===== src/rtl/spi_fread_dma.sv =====
// spi_fread_dma -- bus-mastering consumer for the SPI file-reader stream.
//
// Sends one read request (file id, offset, length), accepts the returned
// byte stream, packs it little-endian into 32-bit words and writes each word
// to memory as a Wishbone master. The last word of a transfer may be partial;
// its unfilled lanes are masked off and drive zero.
//
// Ports:
//   clk, rst          system clock, synchronous active-high reset
//   ctl_*             control: file id, offset, length (count-1), destination
//                     word address, start pulse, busy level, done pulse
//   req_*             read request towards the file reader (valid/ready)
//   resp_*            returned byte stream (valid/ready)
//   wb_*              Wishbone write master; wb_wmsk bit set = lane not written
module spi_fread_dma #(
  parameter int AW = 22,
  parameter int LW = 11
) (
  input  logic          clk,
  input  logic          rst,
  input  logic [31:0]   ctl_file_id,
  input  logic [31:0]   ctl_offset,
  input  logic [LW-1:0] ctl_len,
  input  logic [AW-1:0] ctl_dst_addr,
  input  logic          ctl_start,
  output logic          ctl_busy,
  output logic          ctl_done,
  output logic [31:0]   req_file_id,
  output logic [31:0]   req_offset,
  output logic [LW-1:0] req_len,
  output logic          req_valid,
  input  logic          req_ready,
  input  logic [7:0]    resp_data,
  input  logic          resp_valid,
  output logic          resp_ready,
  output logic [AW-1:0] wb_addr,
  output logic [31:0]   wb_wdata,
  output logic [3:0]    wb_wmsk,
  output logic          wb_we,
  output logic          wb_cyc,
  input  logic          wb_ack
);

  typedef enum logic [2:0] {
    S_IDLE,
    S_REQ,
    S_FILL,
    S_WRITE,
    S_DONE
  } state_t;

  state_t        state;
  logic [31:0]   fid_q;
  logic [31:0]   off_q;
  logic [LW-1:0] len_q;
  logic [AW-1:0] dst_q;
  logic [LW:0]   remain;   // bytes still to be accepted; holds up to 2^LW
  logic [2:0]    lane;     // bytes packed into the current word, 0..4
  logic [31:0]   data;     // packing register, zeroed at every word start

  // NOTE: every register below is assigned with <= so all updates in this
  // block see the pre-edge values, regardless of statement order.
  always_ff @(posedge clk) begin
    if (rst) begin
      state  <= S_IDLE;
      fid_q  <= '0;
      off_q  <= '0;
      len_q  <= '0;
      dst_q  <= '0;
      remain <= '0;
      lane   <= '0;
      data   <= '0;
    end else begin
      case (state)
        S_IDLE: begin
          if (ctl_start) begin
            fid_q  <= ctl_file_id;
            off_q  <= ctl_offset;
            len_q  <= ctl_len;
            dst_q  <= ctl_dst_addr;
            remain <= {1'b0, ctl_len} + 1'b1;
            lane   <= '0;
            data   <= '0;
            state  <= S_REQ;
          end
        end
        S_REQ: begin
          if (req_ready) state <= S_FILL;
        end
        S_FILL: begin
          if (resp_valid) begin
            data[{lane[1:0], 3'b000} +: 8] <= resp_data;
            lane   <= lane + 3'd1;
            remain <= remain - 1'b1;
            // Word is full, or this was the final byte of the transfer.
            if (lane == 3'd3 || remain == (LW+1)'(1)) state <= S_WRITE;
          end
        end
        S_WRITE: begin
          if (wb_ack) begin
            dst_q <= dst_q + 1'b1;
            lane  <= '0;
            data  <= '0;
            state <= (remain == '0) ? S_DONE : S_FILL;
          end
        end
        S_DONE: state <= S_IDLE;
        default: state <= S_IDLE;
      endcase
    end
  end

  // All outputs are decoded from registered state; only resp_ready follows
  // resp_valid directly so one byte can be taken in every valid cycle.
  assign ctl_busy    = (state != S_IDLE);
  assign ctl_done    = (state == S_DONE);
  assign req_valid   = (state == S_REQ);
  assign req_file_id = fid_q;
  assign req_offset  = off_q;
  assign req_len     = len_q;
  assign resp_ready  = (state == S_FILL) && resp_valid;
  assign wb_cyc      = (state == S_WRITE);
  assign wb_we       = wb_cyc;
  assign wb_addr     = dst_q;
  assign wb_wdata    = wb_cyc ? data : '0;

  // NOTE: wb_wmsk gets a default before the case so no path leaves it
  // unassigned, which would otherwise infer a latch.
  always_comb begin
    wb_wmsk = 4'hF;
    if (wb_cyc) begin
      case (lane)
        3'd1:    wb_wmsk = 4'b1110;
        3'd2:    wb_wmsk = 4'b1100;
        3'd3:    wb_wmsk = 4'b1000;
        3'd4:    wb_wmsk = 4'b0000;
        default: wb_wmsk = 4'hF;
      endcase
    end
  end

endmodule


===== config.mk =====
export PLATFORM = sky130hd
export DESIGN_NAME = spi_fread_dma
export DESIGN_NICKNAME = d
export VERILOG_FILES = /design/src/rtl/spi_fread_dma.sv
export SDC_FILE = /design/constraint.sdc
export NUM_CORES = 1
export LEC_CHECK = 0
export BUFFER_PORTS_ARGS = -buffer_cell sky130_fd_sc_hd__buf_2
export CORE_ASPECT_RATIO = 1.75
export CORE_MARGIN = 1.5
export CORE_UTILIZATION = 25
export CTS_CLUSTER_SIZE = 40
export DETAILED_ROUTE_END_ITERATION = 12
export PLACE_DENSITY = 0.47
export SLEW_MARGIN = 30
export SYNTH_ARGS = -nofsm -noshare
export SYNTH_HDL_FRONTEND = slang
export SYNTH_SLANG_ARGS = --single-unit

===== constraint.sdc =====
create_clock -name clk -period 3.34 [get_ports clk]
set_input_delay 0.334 -clock clk [delete_from_list [all_inputs] [get_ports clk]]
set_output_delay 0.334 -clock clk [all_outputs]
set_load 0.01 [all_outputs]

==> results of run 1 <==
## routing by layer
metal	GRT usage [%]	wire length [um]	vias up
li1	-	-	3506
met1	16.49	8532	3136
met2	29.90	12240	178
met3	4.497	1044	40
met4	7.478	707	2
met5	0	13	-
## logic make-up after synthesis
group / share of synthesized area [%]
AO/OA/AOI/OAI: 18.70
XOR/XNOR: 1.162
adder cells (fa/ha/maj): 2.213
buffers and inverters: 4.905
flip-flops: 43.37
multiplexers: 0.7006
AND/OR/NAND/NOR: 28.95
## where the power goes
group	switching, mW	leakage [nW]	internal (mW)
clock network	0.803	0.283	1.19
registers	0.127	1.20	1.90
logic	0.594	2.33	0.353
total	1.52	3.82	3.44
## state kept, by name, summed over array words and instances, names as in the netlist
| register | flops |
|---|---|
| req_offset | 32 |
| req_file_id | 32 |
| wb_addr | 22 |
| data | 32 |
| lane | 3 |
| req_len | 11 |
| state | 3 |
| remain | 12 |
## stage by stage
stage               area, sq um  std cells  util (%)  hold slack [ns]
floorplan                  6785        892         -           0.4273
global placement           8317       1415     31.28           0.4352
detailed placement         8317       1415     31.28           0.4401
CTS                        8920       1447     33.55          0.08747
global route               8927       1450     33.57           0.1002
finish                     8927       1450     33.57           0.1228
## final cells by class
cell class | instances | area, sq um | area share, %
Tap cell | 324 | 405.4 | 4.541
Multi-Input combinational cell | 663 | 3522 | 39.45
Inverter | 18 | 67.56 | 0.7568
Sequential cell | 147 | 2943 | 32.96
Timing Repair Buffer | 263 | 1379 | 15.44
Clock buffer | 20 | 446.7 | 5.004
Clock inverter | 12 | 156.4 | 1.752
Antenna cell | 3 | 7.507 | 0.08409
## worst paths after layout
kind	to	from	slack, ns	cells past startpoint
setup / recovery	wb_wmsk[1]	state[0]	0.58	5
hold / removal	req_file_id[14]	ctl_file_id[14]	0.12	3
setup reg to reg	remain[7]	state[0]	0.81	5
hold reg to reg	data[7]	data[7]	0.44	2
## cell usage after synthesis, types with 11 or more instances
library cell | number | share of area (%)
nor3_1 | 13 | 0.96
clkbuf_1 | 50 | 2.8
or3_1 | 12 | 1.1
and2_1 | 38 | 3.5
nor2_1 | 41 | 2.3
dfxtp_1 | 147 | 43
a21oi_1 | 143 | 11
buf_2 | 11 | 0.81
o21ai_0 | 25 | 1.8
nand2_1 | 222 | 12
ha_1 | 12 | 2.2
nand3_1 | 36 | 2.7
inv_1 | 17 | 0.94
## worst register-to-register path, stage by stage (launching register included)
cell	delay [ns]
dfxtp_1	0.69
nand4bb_1	0.32
clkinv_1	0.32
nor2_1	0.70
a21oi_1	0.09
o221a_2	0.29
==> summary.txt, run 1 <==
Run status
  • Status: complete, no violations

Synth
  • Avg Inst Size Synth: 7.607 sq um
  • Main synth FF type: dfxtp_1
  • YS warnings: 0
  • Synthesis-stage register bit count: 147
  • Post-synthesis instance area: 6785 sq um
  • Asr flop ratio synth: 0%
  • Post-synth EDFFs: 0
  • Cells after synthesis: 892
  • Mapped Nets: 1015
  • Sequential-to-total area share from yosys stat: 43.37%
  • Post-synth cell types: 68

Cells and area
  • Area Overhead vs Synth: 31.57%
  • Nets: 1233
  • Commonest non-fill, non-tap cell in the layout: buf_2
  • Most frequent cells in the layout: buf_2, nand2_1, dfxtp_1
  • Fillers: 2956
  • Share of layout cells above drive strength 1: 27.78%

Power
  • Pwr Density: 556.3 nW/um^2
  • Pleak: 3.818 nW
  • PnR Total Power: 4.966 mW
  • Peak VDD IR: 0.3450 mV

Placed design
  • Post-Place Worst Slack: 0.8173 ns
  • Dpl hpwl: 16530 um
  • RePlAce Congestion: 0.7890
  • IO Port Bufs: 249

Route
  • Antenna-violating nets left: 0
  • Router iterations before antenna repair: 4
  • WL/cell: 15.54 um
  • Vias per cell: 4.732
  • Routed via count: 6862
  • Drt total wl: 22530 um
  • Drt drc: 0
  • Drt first-iter violations: 256

Global route
  • Initial antenna violation count: 4
  • Pin count of the biggest net entering global routing: 70
  • Vias in the first global route: 6689
  • GRT Residual Overflow: 0
  • All-layer global routing usage: 16.16%
  • First-pass GRT wire length: 35630 um

Timing
  • RSZ-0062 raised after global routing: false
  • Worst-margin pin slew: 0.7780 ns
  • Minimum clock period: 2.755 ns
  • Setup violations, final: 0
  • Fmax: 362.9 MHz
  • TNS Setup: 0 ns
  • Final setup margin: 0.5846 ns
  • Relative slew slack: 47.94%
  • Final Hold Viols: 0
  • Crit share post-route: 82.50%
  • Clock Skew: 0.005681 ns
  • Final max-slew violation count: 0

Setup path
  • CP Launch Type: flop
  • CP endpoint kind: output port
  • Crit-path max FO: 19
  • CP Buf/Inv Count: 2
  • Largest delay share family, worst path: flip-flops
  • WP data arrival: 2.42 ns
  • Crit-path cells: nand3b_1 -> inv_1 -> o21ai_0 -> a21o_1 -> buf_2
  • Critical path's slowest cell: dfxtp_1
  • WP data required: 3.01 ns
  • Crit Path Class: reg2out
  • CP max stage delay: 0.69 ns

Clocking
  • Sink Count: 147
  • H-tree depth: 4
  • Skew-Pair Late Insertion Delay: 0.44 ns
  • Root Buffer: clkbuf_16
  • Reg clk slew, reported paths: 0.06 ns
  • CTS tree: yes
  • CTS max path bufs: 2
  • Cts hold-fix bufs: 0
  • Cts bufs inserted: 17
  • Post-CTS sizing: 0
  • Setup repair bufs after CTS: 0

Floorplanning
  • Die area: 28180 sq um
  • Site Rows: 79
  • Core outline area: 26590 sq um
  • Initial core utilization: 25.52%
  • Die W: 127.5 um
  • # IOs: 250
  • Die height: 220.9 um

Hold path
  • Hold Crit Class: in2reg

Flow run
  • Number of max-cap violations: 0
Power figures use the tool's default switching activity.
==> inputs of run 2 (changes only) <==
--- a/config.mk
+++ b/config.mk
@@ -5,13 +5,14 @@
 export SDC_FILE = /design/constraint.sdc
 export NUM_CORES = 1
 export LEC_CHECK = 0
+export ABC_AREA = 1
 export BUFFER_PORTS_ARGS = -buffer_cell sky130_fd_sc_hd__buf_2
 export CORE_ASPECT_RATIO = 1.75
 export CORE_MARGIN = 1.5
 export CORE_UTILIZATION = 25
 export CTS_CLUSTER_SIZE = 40
 export DETAILED_ROUTE_END_ITERATION = 12
-export PLACE_DENSITY = 0.47
+export PLACE_DENSITY = 0.48
 export SLEW_MARGIN = 30
 export SYNTH_ARGS = -nofsm -noshare
 export SYNTH_HDL_FRONTEND = slang
==> constraint.sdc (replaced) <==
create_clock -name clk -period 2.45 [get_ports clk]
set_input_delay 0.245 -clock clk [delete_from_list [all_inputs] [get_ports clk]]
set_output_delay 0.245 -clock clk [all_outputs]
set_load 0.01 [all_outputs]
==> summary.txt, run 2 <==
Floorplanning
  • Die W: 133.1 um
  • Core outline area: 29290 sq um
  • Die area: 30690 sq um
  • Site Rows: 83
  • Die height: 230.6 um
  • # IOs: 250
  • Initial core utilization: 25.27%

Placed design
  • RePlAce Congestion: 0.7955
  • Dpl hpwl: 17770 um
  • Placed instance count: 1738
  • IO Port Bufs: 249

Setup path
  • Crit-path cells: nand2_1 -> nor2_4 -> buf_4 -> nand3_1 -> buf_2
  • WP data arrival: 1.94 ns
  • CP endpoint kind: output port
  • Crit-path max FO: 39
  • WP data required: 2.20 ns
  • CP max stage delay: 0.44 ns
  • CP Launch Type: flop
  • Critical path's slowest cell: dfxtp_1
  • Crit Path Class: reg2out

Power
  • Pleak: 4.644 nW
  • Internal power: 6.427 mW
  • Seq pwr share: 33.8%
  • Comb power frac: 41.1%
  • Sw power: 4.527 mW
  • Clk pwr share: 25.1%
  • Peak VDD IR: 0.5239 mV
  • Sw Share: 41.33%
  • Pwr Density: 1122 nW/um^2

Timing
  • Final Hold Viols: 0
  • Worst-margin pin slew: 0.6484 ns
  • Setup violations, final: 0
  • Minimum clock period: 2.189 ns
  • Crit share post-route: 89.35%
  • Fmax: 456.8 MHz
  • RSZ-0062 raised after global routing: false
  • TNS Setup: 0 ns
  • Final max-slew violation count: 0
  • Clock Skew: 0.006624 ns
  • Relative slew slack: 56.71%

Synth
  • Post-synthesis mux area share: 0%
  • Cells after synthesis: 1148
  • Xor and xnor fraction of the mapped netlist area: 1.420%
  • Post-synthesis instance area: 7401 sq um
  • Area contributors post-synth: dfxtp_1, nor2_1, nand2_1, o21ai_0, inv_1
  • Simple-Gate Fraction of Synth Area: 34.17%
  • Asr flop ratio synth: 0%
  • Post-Synth Adder-Cell Area: 2.029%
  • Synthesis-stage register bit count: 147
  • Sequential-to-total area share from yosys stat: 39.76%
  • Post-synth EDFFs: 0
  • Main combinational cell family by area after synthesis: simple AND/OR/NAND/NOR gates
  • Mapped Nets: 1271
  • Avg Inst Size Synth: 6.447 sq um
  • Fraction of the mapped netlist area in compound gates: 13.61%
  • Main synth FF type: dfxtp_1
  • Post-synth cell types: 36
  • Synth top area share: 39.76%
  • YS warnings: 0
  • Most numerous cell in the Yosys netlist: nor2_1
  • Synth cell count leaders: nor2_1, nand2_1, dfxtp_1
  • Post-synth top area cell: dfxtp_1

Clocking
  • Sink Count: 147
  • Skew-Pair Late Insertion Delay: 0.44 ns
  • CTS max path bufs: 2
  • Reg clk slew, reported paths: 0.07 ns
  • H-tree depth: 4
  • Root Buffer: clkbuf_16
  • Cts bufs inserted: 17
  • Post-CTS sizing: 0
  • CTS tree: yes

Route
  • Antenna-violating nets left: 0
  • Router iterations before antenna repair: 4
  • Drt total wl: 24500 um
  • Routed via count: 7913
  • Vias per cell: 4.446
  • Drt drc: 0
  • WL/cell: 13.76 um
  • Drt first-iter violations: 348

Global route
  • Vias in the first global route: 7652
  • First-pass GRT wire length: 38930 um
  • All-layer global routing usage: 16.07%
  • Initial antenna violation count: 2
  • Pin count of the biggest net entering global routing: 69
  • GRT Residual Overflow: 0

Cells and area
  • Commonest non-fill, non-tap cell in the layout: nor2_1
  • Most frequent cells in the layout: nor2_1, buf_2, nand2_1
  • Util after Layout: 33.32%
  • Nets: 1508
  • Layout Cells excl Fill: 1780
  • Area Overhead vs Synth: 31.87%
  • Number of antenna diodes: 0
  • Share of layout cells above drive strength 1: 22.75%

Hold path
  • Hold Crit Class: in2reg

Flow run
  • Number of max-cap violations: 0

Run status
  • Status: complete, no violations
-- run 2: power groups by stage --
stage          clock network (mW)  registers (mW)  logic, mW
2_1_floorplan                   0            3.85       2.96
3_3_place_gp                    0            3.74       4.52
3_5_place_dp                    0            3.75       4.53
4_1_cts                      2.86            3.72       4.56
5_1_grt                      2.93            3.82       5.13
6_report                     2.75            3.71       4.50
-- run 2: worst max-delay path, delay by kind of cell, from the launching register on --
kind                   cells  cell delay [ns]
and+or+nand+nor            3             0.47
buffers and inverters      2             0.56
DFF                        1             0.44
-- run 2: layout make-up --
class	count	area [sq um]
clock buffer	20	446.7
fill	3293	19530
inverter	107	402.9
clock inverter	12	156.4
multi-input combinational	836	3796
sequential	147	2943
timing repair buffer	276	1536
tap	382	478.0
-- run 2: cell families after synthesis --
kind of cell | Yosys count
fa+ha+maj | 12
compound gates | 194
xor+xnor | 12
buf+inv | 165
flops | 147
simple gates | 618
-- run 2: repair_timing --
| action | 4_1_cts | 5_1_grt |
|---|---|---|
| hold buffers | 10 | 0 |
| buffers inserted | 0 | 0 |
| hold endpoints to repair | 10 | 0 |
-- run 2: layer usage --
metal / vias up / wire [um] / global-route usage [%]
met3: 42 / 1771 / 4.963
met2: 267 / 12340 / 29.15
met5: - / 23 / 0
met1: 3502 / 9682 / 16.87
li1: 4098 / - / -
met4: 4 / 686 / 7.177
-- run 2: worst paths after layout --
| kind | startpoint | endpoint | slack, ns | cells after the start |
|---|---|---|---|---|
| max | state[0] | wb_wmsk[3] | 0.26 | 5 |
| min reg2reg | data[18] | data[18] | 0.48 | 2 |
| min | ctl_file_id[0] | req_file_id[0] | 0.03 | 3 |
| max reg2reg | state[2] | remain[8] | 0.42 | 11 |
-- run 2: through the flow --
| stage | power, mW | instance area, sq um | worst slack [ns] | hold WS [ns] |
|---|---|---|---|---|
| 2_1_floorplan | 6.809 | 7401 | 0.7339 | 0.3799 |
| 3_3_place_gp | 8.261 | 9056 | 0.4870 | 0.4652 |
| 3_5_place_dp | 8.280 | 9056 | 0.4158 | 0.4702 |
| 4_1_cts | 11.13 | 9759 | 0.2291 | 0.0007400 |
| 5_1_grt | 11.89 | 9759 | 0.1259 | 0.01004 |
| 6_report | 10.95 | 9759 | 0.2608 | 0.02567 |
